## src/rtl/dlx_cmp_pkg.sv

```systemverilog
// Shared definitions for the DLX set-condition unit: condition codes and the
// outcome decode from equality / less-than flags.
package dlx_cmp_pkg;

  localparam int COND_W = 3;

  typedef enum logic [COND_W-1:0] {
    COND_SEQ    = 3'd0,
    COND_SNE    = 3'd1,
    COND_SLT    = 3'd2,
    COND_SGT    = 3'd3,
    COND_SLE    = 3'd4,
    COND_SGE    = 3'd5,
    COND_SFALSE = 3'd6,
    COND_STRUE  = 3'd7
  } cond_e;

  // The ordering conditions are all derived from the same two flags.
  function automatic logic cond_eval(input cond_e cond, input logic eq, input logic lt);
    logic r;
    case (cond)
      COND_SEQ:    r = eq;
      COND_SNE:    r = !eq;
      COND_SLT:    r = lt;
      COND_SGT:    r = !lt && !eq;
      COND_SLE:    r = lt || eq;
      COND_SGE:    r = !lt;
      COND_SFALSE: r = 1'b0;
      COND_STRUE:  r = 1'b1;
      default:     r = 1'b0;
    endcase
    return r;
  endfunction

endpackage

```

## src/rtl/dlx_set_cond_unit_if.sv

```systemverilog
// Operand/result bus of the set-condition unit; master drives operands and
// consumes results, slave is the unit itself.
interface dlx_set_cond_unit_if
  import dlx_cmp_pkg::*;
#(
  parameter int OP_WIDTH  = 32,
  parameter int WIDTH     = 32,
  parameter int CNT_WIDTH = 16
);

  logic                 IN_VALID;
  logic                 IN_READY;
  logic [OP_WIDTH-1:0]  OPA;
  logic [OP_WIDTH-1:0]  OPB;
  logic [COND_W-1:0]    COND;
  logic                 SIGNED_MODE;
  logic                 OUT_VALID;
  logic                 OUT_READY;
  logic                 COMP_OUT;
  logic [WIDTH-1:0]     COMP_OUT_WIDE;
  logic [CNT_WIDTH-1:0] TRUE_CNT;
  logic                 CNT_CLR;

  modport master (
    output IN_VALID, OPA, OPB, COND, SIGNED_MODE, OUT_READY, CNT_CLR,
    input  IN_READY, OUT_VALID, COMP_OUT, COMP_OUT_WIDE, TRUE_CNT
  );

  modport slave (
    input  IN_VALID, OPA, OPB, COND, SIGNED_MODE, OUT_READY, CNT_CLR,
    output IN_READY, OUT_VALID, COMP_OUT, COMP_OUT_WIDE, TRUE_CNT
  );

endinterface

```

## src/rtl/dlx_cmp_pipe_stage.sv

```systemverilog
// One elastic {valid, data} register stage. Loads when empty or when its
// current content leaves in the same cycle; ready never depends on in_valid_i.
module dlx_cmp_pipe_stage #(
  parameter int DATA_W = 1
) (
  input  logic              clk_i,
  input  logic              rst_ni,
  input  logic              in_valid_i,
  output logic              in_ready_o,
  input  logic [DATA_W-1:0] in_data_i,
  output logic              out_valid_o,
  input  logic              out_ready_i,
  output logic [DATA_W-1:0] out_data_o
);

  logic              valid_q, valid_d;
  logic [DATA_W-1:0] data_q, data_d;
  logic              load;

  assign in_ready_o = !valid_q || out_ready_i;
  assign load       = in_valid_i && in_ready_o;

  always_comb begin
    valid_d = valid_q;
    data_d  = data_q;
    if (load) begin
      valid_d = 1'b1;
      data_d  = in_data_i;
    end else if (out_ready_i) begin
      valid_d = 1'b0;
    end
  end

  always_ff @(posedge clk_i) begin
    if (!rst_ni) begin
      valid_q <= 1'b0;
      data_q  <= '0;
    end else begin
      valid_q <= valid_d;
      data_q  <= data_d;
    end
  end

  assign out_valid_o = valid_q;
  assign out_data_o  = data_q;

endmodule

```

## src/rtl/dlx_set_cond_unit.sv

```systemverilog
// Pipelined DLX set-condition unit: compare decode, STAGES elastic stages,
// zero-extended result and a saturating count of delivered true results.
module dlx_set_cond_unit
  import dlx_cmp_pkg::*;
#(
  parameter int OP_WIDTH  = 32,
  parameter int WIDTH     = 32,
  parameter int STAGES    = 1,
  parameter int CNT_WIDTH = 16
) (
  input logic               CLK,
  input logic               RESET_N,
  dlx_set_cond_unit_if.slave bus
);

  if (STAGES < 1 || STAGES > 2) begin : g_bad_stages
    $error("dlx_set_cond_unit: STAGES must be 1 or 2");
  end
  if (OP_WIDTH < 2) begin : g_bad_op_width
    $error("dlx_set_cond_unit: OP_WIDTH must be at least 2");
  end
  if (WIDTH < 1 || CNT_WIDTH < 1) begin : g_bad_width
    $error("dlx_set_cond_unit: WIDTH and CNT_WIDTH must be at least 1");
  end

  logic eq, lt, outcome;

  always_comb begin
    eq = (bus.OPA == bus.OPB);
    if (bus.SIGNED_MODE) lt = ($signed(bus.OPA) < $signed(bus.OPB));
    else                 lt = (bus.OPA < bus.OPB);
    outcome = cond_eval(cond_e'(bus.COND), eq, lt);
  end

  // Index k is the boundary feeding stage k; index STAGES is the output port.
  logic [STAGES:0] pv, pr, pd;

  assign pv[0]        = bus.IN_VALID;
  assign pd[0]        = outcome;
  assign pr[STAGES]   = bus.OUT_READY;
  assign bus.IN_READY = pr[0];

  for (genvar k = 0; k < STAGES; k++) begin : g_stage
    dlx_cmp_pipe_stage #(.DATA_W(1)) u_stage (
      .clk_i       (CLK),
      .rst_ni      (RESET_N),
      .in_valid_i  (pv[k]),
      .in_ready_o  (pr[k]),
      .in_data_i   (pd[k]),
      .out_valid_o (pv[k+1]),
      .out_ready_i (pr[k+1]),
      .out_data_o  (pd[k+1])
    );
  end

  logic out_valid, comp_out, out_hs;

  assign out_valid     = pv[STAGES];
  assign comp_out      = pd[STAGES];
  assign out_hs        = out_valid && bus.OUT_READY;
  assign bus.OUT_VALID = out_valid;
  assign bus.COMP_OUT  = comp_out;

  if (WIDTH == 1) begin : g_wide_1
    assign bus.COMP_OUT_WIDE = comp_out;
  end else begin : g_wide_n
    assign bus.COMP_OUT_WIDE = {{(WIDTH-1){1'b0}}, comp_out};
  end

  logic [CNT_WIDTH-1:0] cnt_q, cnt_d;

  // Clear wins over a same-cycle increment; the counter sticks at all-ones.
  always_comb begin
    cnt_d = cnt_q;
    if (bus.CNT_CLR) begin
      cnt_d = '0;
    end else if (out_hs && comp_out && (cnt_q != '1)) begin
      cnt_d = cnt_q + CNT_WIDTH'(1);
    end
  end

  always_ff @(posedge CLK) begin
    if (!RESET_N) cnt_q <= '0;
    else          cnt_q <= cnt_d;
  end

  assign bus.TRUE_CNT = cnt_q;

endmodule

```

## src/flat_wrapper.sv

```systemverilog
// flat-port wrapper written by rule: the top's interface ports become plain ports
module dlx_set_cond_unit_flat import dlx_cmp_pkg::*;
#(
  parameter int OP_WIDTH  = 32,
  parameter int WIDTH     = 32,
  parameter int STAGES    = 1,
  parameter int CNT_WIDTH = 16
)
  (CLK, RESET_N, bus_IN_VALID, bus_OPA, bus_OPB, bus_COND, bus_SIGNED_MODE, bus_OUT_READY, bus_CNT_CLR, bus_IN_READY, bus_OUT_VALID, bus_COMP_OUT, bus_COMP_OUT_WIDE, bus_TRUE_CNT);
  dlx_set_cond_unit_if #(.OP_WIDTH(OP_WIDTH), .WIDTH(WIDTH), .CNT_WIDTH(CNT_WIDTH)) bus_i ();
  input logic CLK;
  input logic RESET_N;
  input wire logic [$bits(bus_i.IN_VALID)-1:0] bus_IN_VALID;
  input wire logic [$bits(bus_i.OPA)-1:0] bus_OPA;
  input wire logic [$bits(bus_i.OPB)-1:0] bus_OPB;
  input wire logic [$bits(bus_i.COND)-1:0] bus_COND;
  input wire logic [$bits(bus_i.SIGNED_MODE)-1:0] bus_SIGNED_MODE;
  input wire logic [$bits(bus_i.OUT_READY)-1:0] bus_OUT_READY;
  input wire logic [$bits(bus_i.CNT_CLR)-1:0] bus_CNT_CLR;
  output wire logic [$bits(bus_i.IN_READY)-1:0] bus_IN_READY;
  output wire logic [$bits(bus_i.OUT_VALID)-1:0] bus_OUT_VALID;
  output wire logic [$bits(bus_i.COMP_OUT)-1:0] bus_COMP_OUT;
  output wire logic [$bits(bus_i.COMP_OUT_WIDE)-1:0] bus_COMP_OUT_WIDE;
  output wire logic [$bits(bus_i.TRUE_CNT)-1:0] bus_TRUE_CNT;
  assign bus_i.IN_VALID = bus_IN_VALID;
  assign bus_i.OPA = bus_OPA;
  assign bus_i.OPB = bus_OPB;
  assign bus_i.COND = bus_COND;
  assign bus_i.SIGNED_MODE = bus_SIGNED_MODE;
  assign bus_i.OUT_READY = bus_OUT_READY;
  assign bus_i.CNT_CLR = bus_CNT_CLR;
  assign bus_IN_READY = bus_i.IN_READY;
  assign bus_OUT_VALID = bus_i.OUT_VALID;
  assign bus_COMP_OUT = bus_i.COMP_OUT;
  assign bus_COMP_OUT_WIDE = bus_i.COMP_OUT_WIDE;
  assign bus_TRUE_CNT = bus_i.TRUE_CNT;
  dlx_set_cond_unit #(.OP_WIDTH(OP_WIDTH), .WIDTH(WIDTH), .STAGES(STAGES), .CNT_WIDTH(CNT_WIDTH)) u_core (.CLK(CLK), .RESET_N(RESET_N), .bus(bus_i));
endmodule
```

## config.mk

```make
export PLATFORM = sky130hd
export DESIGN_NAME = dlx_set_cond_unit_flat
export DESIGN_NICKNAME = d
export VERILOG_FILES = /design/src/rtl/dlx_cmp_pkg.sv /design/src/rtl/dlx_set_cond_unit_if.sv /design/src/rtl/dlx_cmp_pipe_stage.sv /design/src/rtl/dlx_set_cond_unit.sv /design/src/flat_wrapper.sv
export SDC_FILE = /design/constraint.sdc
export NUM_CORES = 1
export LEC_CHECK = 0
export CORE_MARGIN = 1
export CORE_UTILIZATION = 40
export DETAILED_ROUTE_END_ITERATION = 8
export GPL_ROUTABILITY_DRIVEN = 0
export PLACE_DENSITY = 0.95
export SLEW_MARGIN = 20
export SYNTH_ARGS = -nofsm -noshare
export SYNTH_HDL_FRONTEND = slang
export SYNTH_SLANG_ARGS = --single-unit
```

## constraint.sdc

```tcl
create_clock -name CLK -period 4.04 [get_ports CLK]
set_clock_uncertainty 0.15 [all_clocks]
set_input_delay 0.808 -clock CLK [delete_from_list [all_inputs] [get_ports CLK]]
set_output_delay 0.808 -clock CLK [all_outputs]
set_load 0.05 [all_outputs]
```

# == Yosys cells after proc, flatten, opt, wreduce, memory -nomap -nowiden ==
# Index checks and enable logic that the tools add are counted.
# totals
regBits,18
elab_cells,33
out_inout_bits,51
input_bits,73
# op_classes
n_addsub,1
bitwise_logic,1
n_reduce_logical,13
order_cmp,2
n_mux,4
n_eq_ne,9
# op_table
operator,count
< comparator 32 bit,2
== test 32 bit,1
"adder 16 x 1 -> 16 bit, second input constant",1
"!= test 16 bit, second input constant",1
"== test 3 bit, second input constant",4
one-hot mux 1 bit (8 select lines),1
"== test 3 x 2 -> 1 bit, second input constant",2
logical AND 1 bit,5
"== test 3 x 1 -> 1 bit, second input constant",1
logical NOT 1 bit,3
logical NOT 3 bit,1
2-to-1 mux 1 bit,3
logical OR 1 bit,2
nonzero test 2 bit,1
OR reduction 2 bit,1
NOT 1 bit,1

# == Logic depth before layout (Yosys ltp) ==
# Gate-level depths: netlist of run 1.
# logic_depth
word_depth,5
mapped_depth,9
ltp_nobuf,9

# == Modules after synthesis ==
# From an unflattened synthesis of run 1, not the netlist that was laid out.
# unflattened
cells_unflattened,250
hier_area_um2,2010.7
# modules_own_cells
mod,instances,seq_area_each_um2,area_per_inst_um2,cells_each
dlx_set_cond_unit,1,320.3,1934.4,242
dlx_cmp_pipe_stage,1,40.0,76.3,8

# == Worst setup path before layout of run 1 ==
# Ideal clock, no wire load.
# synth_path
kind,input to register
startpoint,in bus_OPB[25]
endpoint,reg u_core.g_stage[0].u_stage.data_q
setup_time_ps,93
t_required_ps,3797
arrival_ps,2489
path_buffers,0
cell_stages,9
slack_ps,1308
path_cell_list,inv_1 -> ha_1 -> a21o_1 -> a221o_1 -> a221oi_2 -> o21ai_1 -> a21o_1 -> xor2_1 -> o311ai_2
# synth_via
elab_chain_len,5
elab_cells_between_ends,9
classes_between,2 x order compare; 1 x eq/ne; 2 x mux; 4 x reduce/logical
# synth_rtl
item,line_no,source
start: declaration,flat_wrapper.sv:15,input wire logic [$bits(bus_i.OPB)-1:0] bus_OPB;
< comparator 32 bit (on tied branches),"dlx_set_cond_unit.sv:31, dlx_set_cond_unit.sv:30",
2-to-1 mux 1 bit,dlx_set_cond_unit.sv:30,if (bus.SIGNED_MODE) lt = ($signed(bus.OPA) < $signed(bus.OPB));
logical NOT 1 bit,"dlx_cmp_pkg.sv:25, dlx_cmp_pkg.sv:27",
logical AND 1 bit,dlx_cmp_pkg.sv:25,COND_SGT: r = !lt && !eq;
one-hot mux 1 bit (8 select lines) (*),dlx_cmp_pkg.sv:21,case (cond)
end signal: assignment,dlx_cmp_pipe_stage.sv:40,data_q <= data_d;
end: declaration,dlx_cmp_pipe_stage.sv:17,"logic [DATA_W-1:0] data_q, data_d;"
# Every way passes the cells marked *; elsewhere a longest branch is shown, timed or not.
# A chain may end at the register's enable or synchronous reset.

# == Worst setup path after layout of run 1 ==
# layout_path
startpoint,in bus_OUT_READY
endpoint,out bus_IN_READY
# layout_via
elab_chain_len,1
# layout_rtl
item,line_no,source
start: declaration,flat_wrapper.sv:18,input wire logic [$bits(bus_i.OUT_READY)-1:0] bus_OUT_READY;
logical OR 1 bit,dlx_cmp_pipe_stage.sv:20,assign in_ready_o = !valid_q || out_ready_i;
end: declaration,flat_wrapper.sv:20,output wire logic [$bits(bus_i.IN_READY)-1:0] bus_IN_READY;
# Every way passes these cells.

==> results list, run 1 <==
- Result of the run: finished, violations left
* Failing checks: design-rule violations
- Number of buffers between clock root and the deepest sink: 2
- Cell count along the critical path: 3
* Global route total overflow: 0
- Entering global routing, the biggest net connects 17 pins.
- Wire length of the first global-routing pass: ~7.8 mm
- For this run, the top clock speed supported by timing is 0.314 GHz.
* Post-cts repair resize count: 0
- CP bufs+invs: 2
- Critical path, cell by cell: clkdlybuf4s50_1 > nand2b_1 > clkdlybuf4s50_1
* Horiz. Die Dim: 72.1 um
- Post-Synth Adder-Cell Area: 0.210
* Cell count after synthesis: 247
- 0 antenna diodes ended up in the layout.
* Worst setup path category: input pin to primary output
- Number of storage elements in the synthesis netlist: 18
* Post-route DRC: 2
- The clock reaches the later pin of the worst-skew pair after 0.25 ns.
- Layout fillers: between 400 and 500
- Of all flip-flops after synthesis, the portion carrying an async set or reset was 0.
- The initial antenna violation count is 0.
- Share of the core filled with cells: 0.612
- On the worst path, the slowest cell contributes a delay of ~0.81 ns.
- Slowest CP cell: clkdlybuf4s50_1
- Synthesis instantiated 45 different standard cells from the library.
- Summing all flip-flop and latch instances after layout gives 360 um^2.
* Clock tree from TritonCTS: yes
* Leak pwr: 0.00133 uW
- After detailed routing, the total wire length is 4.66 mm.
- Mean post-synth cell area: 7.97 um^2
- Critical path arrival: 2.22 ns
* Post-synthesis to final-layout area growth: 47.0%
- Post-DR vias/cell: roughly 4.7
* Total core area: ~0.0047 mm^2
* Setup TNS Final: 0 ns
- Synthesized-area fraction occupied by ao, oa, aoi and oai cells: 0.139
* IO buf count: 92
- The floorplan has 25 rows.
- Die outline area: 0.00520 mm^2
- Setup violations remaining at the end of the flow were counted as 0.
- Shortest clock period the worst path allows after layout: around 3.2 ns
* Die Ht: between 70 and 80 um
- The tightest min-delay check is of the flip-flop to flip-flop type.
* Proportion of synthesized area in mux cells: 0.00509
- Fin crit share: 0.787
* Proportion of synthesized chip area in sequential cells: 0.183
- Number of max-cap violations: 0
- After clock tree synthesis, the flow added hold-fix buffers numbering 0.
- STA classifies the critical path startpoint as an input pin.
- Number of clock buffers inserted by TritonCTS: 3
* XOR/XNOR share of the synthesized area: 0.0623
* Cell area after synthesis: 0.00197 mm^2
- Of the total synthesized cell area, the portion taken by AND, OR, NAND and NOR gates is 0.203.
- For the pin with the worst max-slew slack, the measured transition is 0.620 ns.
- Of all nets on the critical path, the largest fanout is 3.
- Before antenna repair, the detailed router went through 6 iterations.
- The number of max-slew violations in the final report came to 0.
* Kind of capture point of the worst setup path: primary output
* Overall fraction of global-route tracks in use: 0.188
- I/O pin count: 124
* Remaining antenna violation count after routing: 0
* Post-synth EDFFs: 0
* Combinational family with the most area after synthesis: adder cells
* Depth of the most critical reg-to-reg path: 8
- In this run the number of H-tree levels came out at 1.
* Wire per inst: roughly 11 um
- Counting tap cells, the placed design contains a total of about 400 instances.
- The via count of the first global-routing pass was 1851.
- Clock transition time at the flip-flop clock pins of the worst setup and hold paths: 0.07 ns
* Post-route insts no fill: 406
- Summing over every cut layer, the via total after detailed routing is 1891.
- Area of the multi-input gates: approximately 0.0013 mm^2
- The kind of cell with the highest combined delay along the critical path is buffers and inverters.
* Total Power: roughly 570 uW
- During synthesis, Yosys emitted a total of 0 warnings.
* Detailed Place HPWL: between 4 and 5 mm
* Initial drt markers: 47
- Setup repair after global routing left no endpoint under its margin.
* CTS Sinks: 18
- Cell type with the highest occurrence count on the critical path: clkdlybuf4s50_1
- Maximum vdd ir drop: between 0.09 and 0.1 mV
- The count of endpoints failing hold in the final timing report is 0.
* Commonest register cell after synthesis: dfxtp_1
* Buffers inserted by post-CTS timing repair: 0
- Power spread over the standard cell area amounts to 199 mW/mm^2.
- Effective utilization at floorplan: 0.417
* Share of cells above drive strength 1: 0.0383
* Number of cells on the worst hold path: 2
- Critical path data required time: roughly 3 ns
- In this run the tightest slew margin relative to its limit is 0.587.
* Master cell of the clock root buffer: clkbuf_8
- The net count of the finished layout is 446.
-- power breakdown --
part | internal, uW | switching (uW) | total [uW]
clock network | 86.5 | 58.1 | 145
logic | 108 | 140 | 248
registers | 180 | 2.30 | 182
-- Yosys cell counts (all sizes together) (3+ instances only) --
cell    instances  area [um^2]
and3            3         18.8
nand4          14         93.8
o21ai           7         35.0
and2            3         18.8
nand3           5         25.0
nor4            3         33.8
nor2           16         60.1
buf            33          244
dfxtp          18          360
ha             33          413
nand2          13         48.8
a21o            4         30.0
xnor2           3         26.3
nand2b          3         18.8
xor2           11         96.3
a21oi          14         70.1
inv            37          139
-- through the flow --
stage	cell area, um^2	setup WS, ns	hold WS (ns)
detailed placement	2840	0.683	0.350
CTS	2890	0.862	0.359
finish	2890	0.860	0.363
global route	2890	0.800	0.374
global placement	2840	0.764	0.337
floorplan	2080	1.31	0.575
-- tightest hold or removal path, cell delays in order, from the launching register on --
cell,delay [ns]
dfxtp_1,0.33
o21ai_0,0.08
a21oi_1,0.06
-- kinds of logic after synthesis --
family / after synthesis
AND/OR/NAND/NOR: 71
buffers and inverters: 71
AO/OA/AOI/OAI: 38
adder cells (fa/ha/maj): 33
flip-flops: 18
XOR/XNOR: 14
other: 1
multiplexers: 1
-- flip-flops by register name, summed over array words and instances (netlist names) --
register                            count
u_core.g_stage.u_stage.out_valid_o      1
u_core.bus.TRUE_CNT                    16
u_core.g_stage.u_stage.out_data_o       1
-- final cells by class --
cell class	instances	area share
multi-input cells	188	0.461
inverters	37	0.0480
clock buffers	4	0.0190
repair buffers	92	0.318
flip-flops and latches	18	0.125
well taps	67	0.0290
-- placed cells by master, fill, tap and decap left out, drive strengths merged, types with 7 or more instances in the layout --
master | synthesis | routed
clkdlybuf4s50 | 0 | 92
inv | 37 | 37
ha | 33 | 33
conb | 1 | 31
dfxtp | 18 | 18
nor2 | 16 | 16
a21oi | 14 | 14
nand4 | 14 | 14
nand2 | 13 | 13
xor2 | 11 | 11
o21ai | 7 | 7
-- routing by layer --
layer	GRT usage	wire length, um	share of wire	up-vias
met1	0.197	1810	0.39	848
met5	0	0	0	-
met3	0.0333	191	0.041	10
met2	0.375	2570	0.55	64
li1	-	-	-	969
met4	0.0545	90	0.019	0
-- path summary, 6_finish.rpt --
kind                              to                     from  slack, ns
min reg2reg  u_core.bus.TRUE_CNT[15]  u_core.bus.TRUE_CNT[15]       0.36
max                     bus_IN_READY            bus_OUT_READY       0.86
max reg2reg  u_core.bus.TRUE_CNT[15]   u_core.bus.TRUE_CNT[0]       1.80
min          u_core.bus.TRUE_CNT[15]  u_core.bus.TRUE_CNT[15]       0.36
Power figures use the tool's default switching activity.
==> run 2, diff against run 1 <==
CORE_UTILIZATION = 34   (was 40)
PLACE_DENSITY = 0.89   (was 0.95)
clock period = 2.6 ns   (was 4.04 ns; I/O delays follow)
==> run 2 against run 1 <==
Against the previous run: final cell count up 3.2%; the run now ends clean; sequential share of layout area down 1.4 points; sequential cell count unchanged; register-to-register slack worse by 1.5 ns; sequential power up 55%; highest routed layer unchanged.
==> results list, run 2 (synthesis gave the netlist of run 1 again) <==
* Result of the run: complete, no violations
* Vias in the first global route: roughly 1900
- In this run the worst hold path is classified as flip-flop to flip-flop.
* Wire per inst: 12.4 um
- Worst setup path category: input pin to flip-flop
- Category of cells accounting for the largest share of critical-path delay: compound AO/OA/AOI/OAI gates
- In the global route stage, met2 resource usage came out at 0.309.
* Total core area: 0.00554 mm^2
- Most frequent cells in the layout: clkdlybuf4s50_1 (70), conb_1 (31), inv_1 (26)
* Largest net degree at the start of global routing: 17
- DR vias: a little under 2000
* Fmax achieved: roughly 0.39 GHz
- Maximum vdd ir drop: between 0.15 and 0.2 mV
* Wire length of the first global-routing pass: 7.77 mm
- Leaving out fill and tap cells, the most frequent cell in the layout is clkdlybuf4s50_1.
- Total Power: 961 uW
- The initial antenna violation count came to 0.
- Max reg flops: 16
* Fin crit share: 0.990
* Kind of capture point of the worst setup path: flip-flop
* Slew at the pin closest to its max-slew limit: between 0.5 and 0.6 ns
- After global routing, the most crowded layer is met2.
* Clock transition time at the flip-flop clock pins of the worst setup and hold paths: ~0.070 ns
- The count of buffers added on input and output ports is 92.
* Detailed Place HPWL: approximately 4 mm
* Worst slew margin: 0.622
- Summed over all layers, the routed wires come to ~5.2 mm.
- CP bufs+invs: 1
- Layout fillers: 495
- I/O pin count: between 100 and 150
- The worst hold path terminates at u_core.bus.TRUE_CNT[15].
- The net count of the finished layout is around 450.
* Number of max-cap violations: 0
- Post-route insts no fill: 419
- Number of cells on the worst hold path: 2
- Across all register-to-register paths, the minimum setup slack is about 0.34 ns.
- Die outline area: 0.00610 mm^2
* Clock latency on the worst-skew pair: about 0.25 ns
- In the final layout, the share of cells above drive strength 1 is 0.173.
- In this run the power density over the cells is a little under 300 mW/mm^2.
* Antenna diode count: 0
- Number of clock buffers inserted by TritonCTS: 3
- Initial drt markers: 41
- The first detailed-routing pass ran for 4 iterations.
- Shortest clock period the worst path allows after layout: 2.57 ns
* Critical hold path startpoint: u_core.bus.TRUE_CNT[15]
* Final Hold Violating Endpoints: 0
* Die Ht: between 70 and 80 um
* Critical path, cell by cell: clkdlybuf4s50_1 > ha_2 > a21o_1 > a221o_1 > a221oi_2 > o21ai_1 > a21o_1 > xor2_1 > o311ai_2
- The clock passes through at most 2 buffers.
- Maximum cell stage delay along the critical path: around 0.4 ns
- In this run the static leakage power is 0.00152 uW.
- The floorplan step set the die width to 78.1 um.
- Critical path arrival: 2.59 ns
- Relative to the synthesized area, the layout overhead comes to 65.3%.
- In this run the critical register-to-register path is captured at u_core.bus.TRUE_CNT[8].
- Across every metal layer, demand over resource in global routing totals 0.156.
- The worst setup path is launched from an input pin.
* H-tree lvl count: 1
* Remaining antenna violation count after routing: 0
* Cell type with the highest occurrence count on the critical path: a21o_1
- In this run the critical register-to-register path is launched from u_core.bus.TRUE_CNT[1].
- Effective utilization at floorplan: 0.355
* Max FO, Critical Path: 2
* Clock tree from TritonCTS: yes
* Global route total overflow: 0
- Depth of the most critical reg-to-reg path: 9
- Using the TritonRoute via totals, the vias-per-cell ratio works out to between 4 and 5.
- After detailed routing, the number of remaining DRC violations is 0.
* Critical path data required time: around 2.6 ns
- The slowest stage of the critical path belongs to the cell clkdlybuf4s50_1.
- For this run, global-route usage on met1 was measured as 0.167.
- In this run the core area contains 27 standard-cell rows.
- Clock tree synthesis selected as its root buffer the cell clkbuf_8.
- For met3 alone, demand over resource in global routing was 0.0209.
- Setup violations remaining at the end of the flow were counted as 0.
- Including well taps, the total number of placed cells is 415.
* CTS Sinks: 18
- Number of max-slew violations in the final report: 0
==> run 2: through the flow <==
stage	worst slack, ns	util	TNS [ns]	instance area (um^2)	hold WS [ns]
6_report	0.0264	0.587	0	3250	0.367
3_5_place_dp	-0.452	0.526	-0.452	2910	0.361
3_3_place_gp	-0.400	0.526	-0.400	2910	0.341
4_1_cts	0.00513	0.550	0	3050	0.372
2_1_floorplan	0.156	-	0	2080	0.509
5_1_grt	-0.0384	0.587	-0.0384	3250	0.396
==> run 2: routing by layer <==
layer  share of wire  vias up
li1                -      986
met1            0.37      892
met2            0.56       66
met3           0.041       12
met4           0.023        0
met5               0        -
==> run 2: power by group <==
group          switching (uW)  internal, uW
Clock                    94.5           135
Combinational             246           204
Sequential               3.59           279
Total                     344           617
==> run 2: how the worst max path moves through the flow <==
stage | startpoint | end | slack [ns] | cells after the start
CTS | bus_OPB[30] | u_core.g_stage[0].u_stage.out_data_o | 0.005 | 9
detailed placement | bus_OPB[25] | u_core.g_stage[0].u_stage.out_data_o | -0.45 | 10
finish | bus_OPA[24] | u_core.g_stage[0].u_stage.out_data_o | 0.03 | 9
floorplan | bus_OPB[25] | u_core.g_stage[0].u_stage.out_data_o | 0.16 | 9
global placement | bus_OPB[25] | u_core.g_stage[0].u_stage.out_data_o | -0.40 | 10
global route | bus_OPB[2] | u_core.g_stage[0].u_stage.out_data_o | -0.04 | 9
==> run 2: final cells by class <==
cell class / instances / area, um^2 / share of cell area
multi-input cells: 188 / 1590 / 0.489
repair buffers: 100 / 1020 / 0.313
flip-flops and latches: 18 / 360 / 0.111
clock buffers: 4 / 55.1 / 0.0169
well taps: 72 / 90.1 / 0.0277
inverters: 37 / 139 / 0.0427
==> run 2: worst reg2reg max path, cell delays in order, from the launching register on <==
cell and delay [ns]:
dfxtp_1 0.44, ha_1 0.28, inv_1 0.09, nor4_4 0.38
a21boi_4 0.09, buf_4 0.17, and3_1 0.22, nand3_1 0.11
xor2_1 0.15, nor2_1 0.05
==> run 2: timing repair <==
item,4_1_cts,5_1_grt
resized for setup,23,41
hold buffers,0,0
pin swaps,16,21
buffers inserted,0,1
setup endpoints to repair,1,1
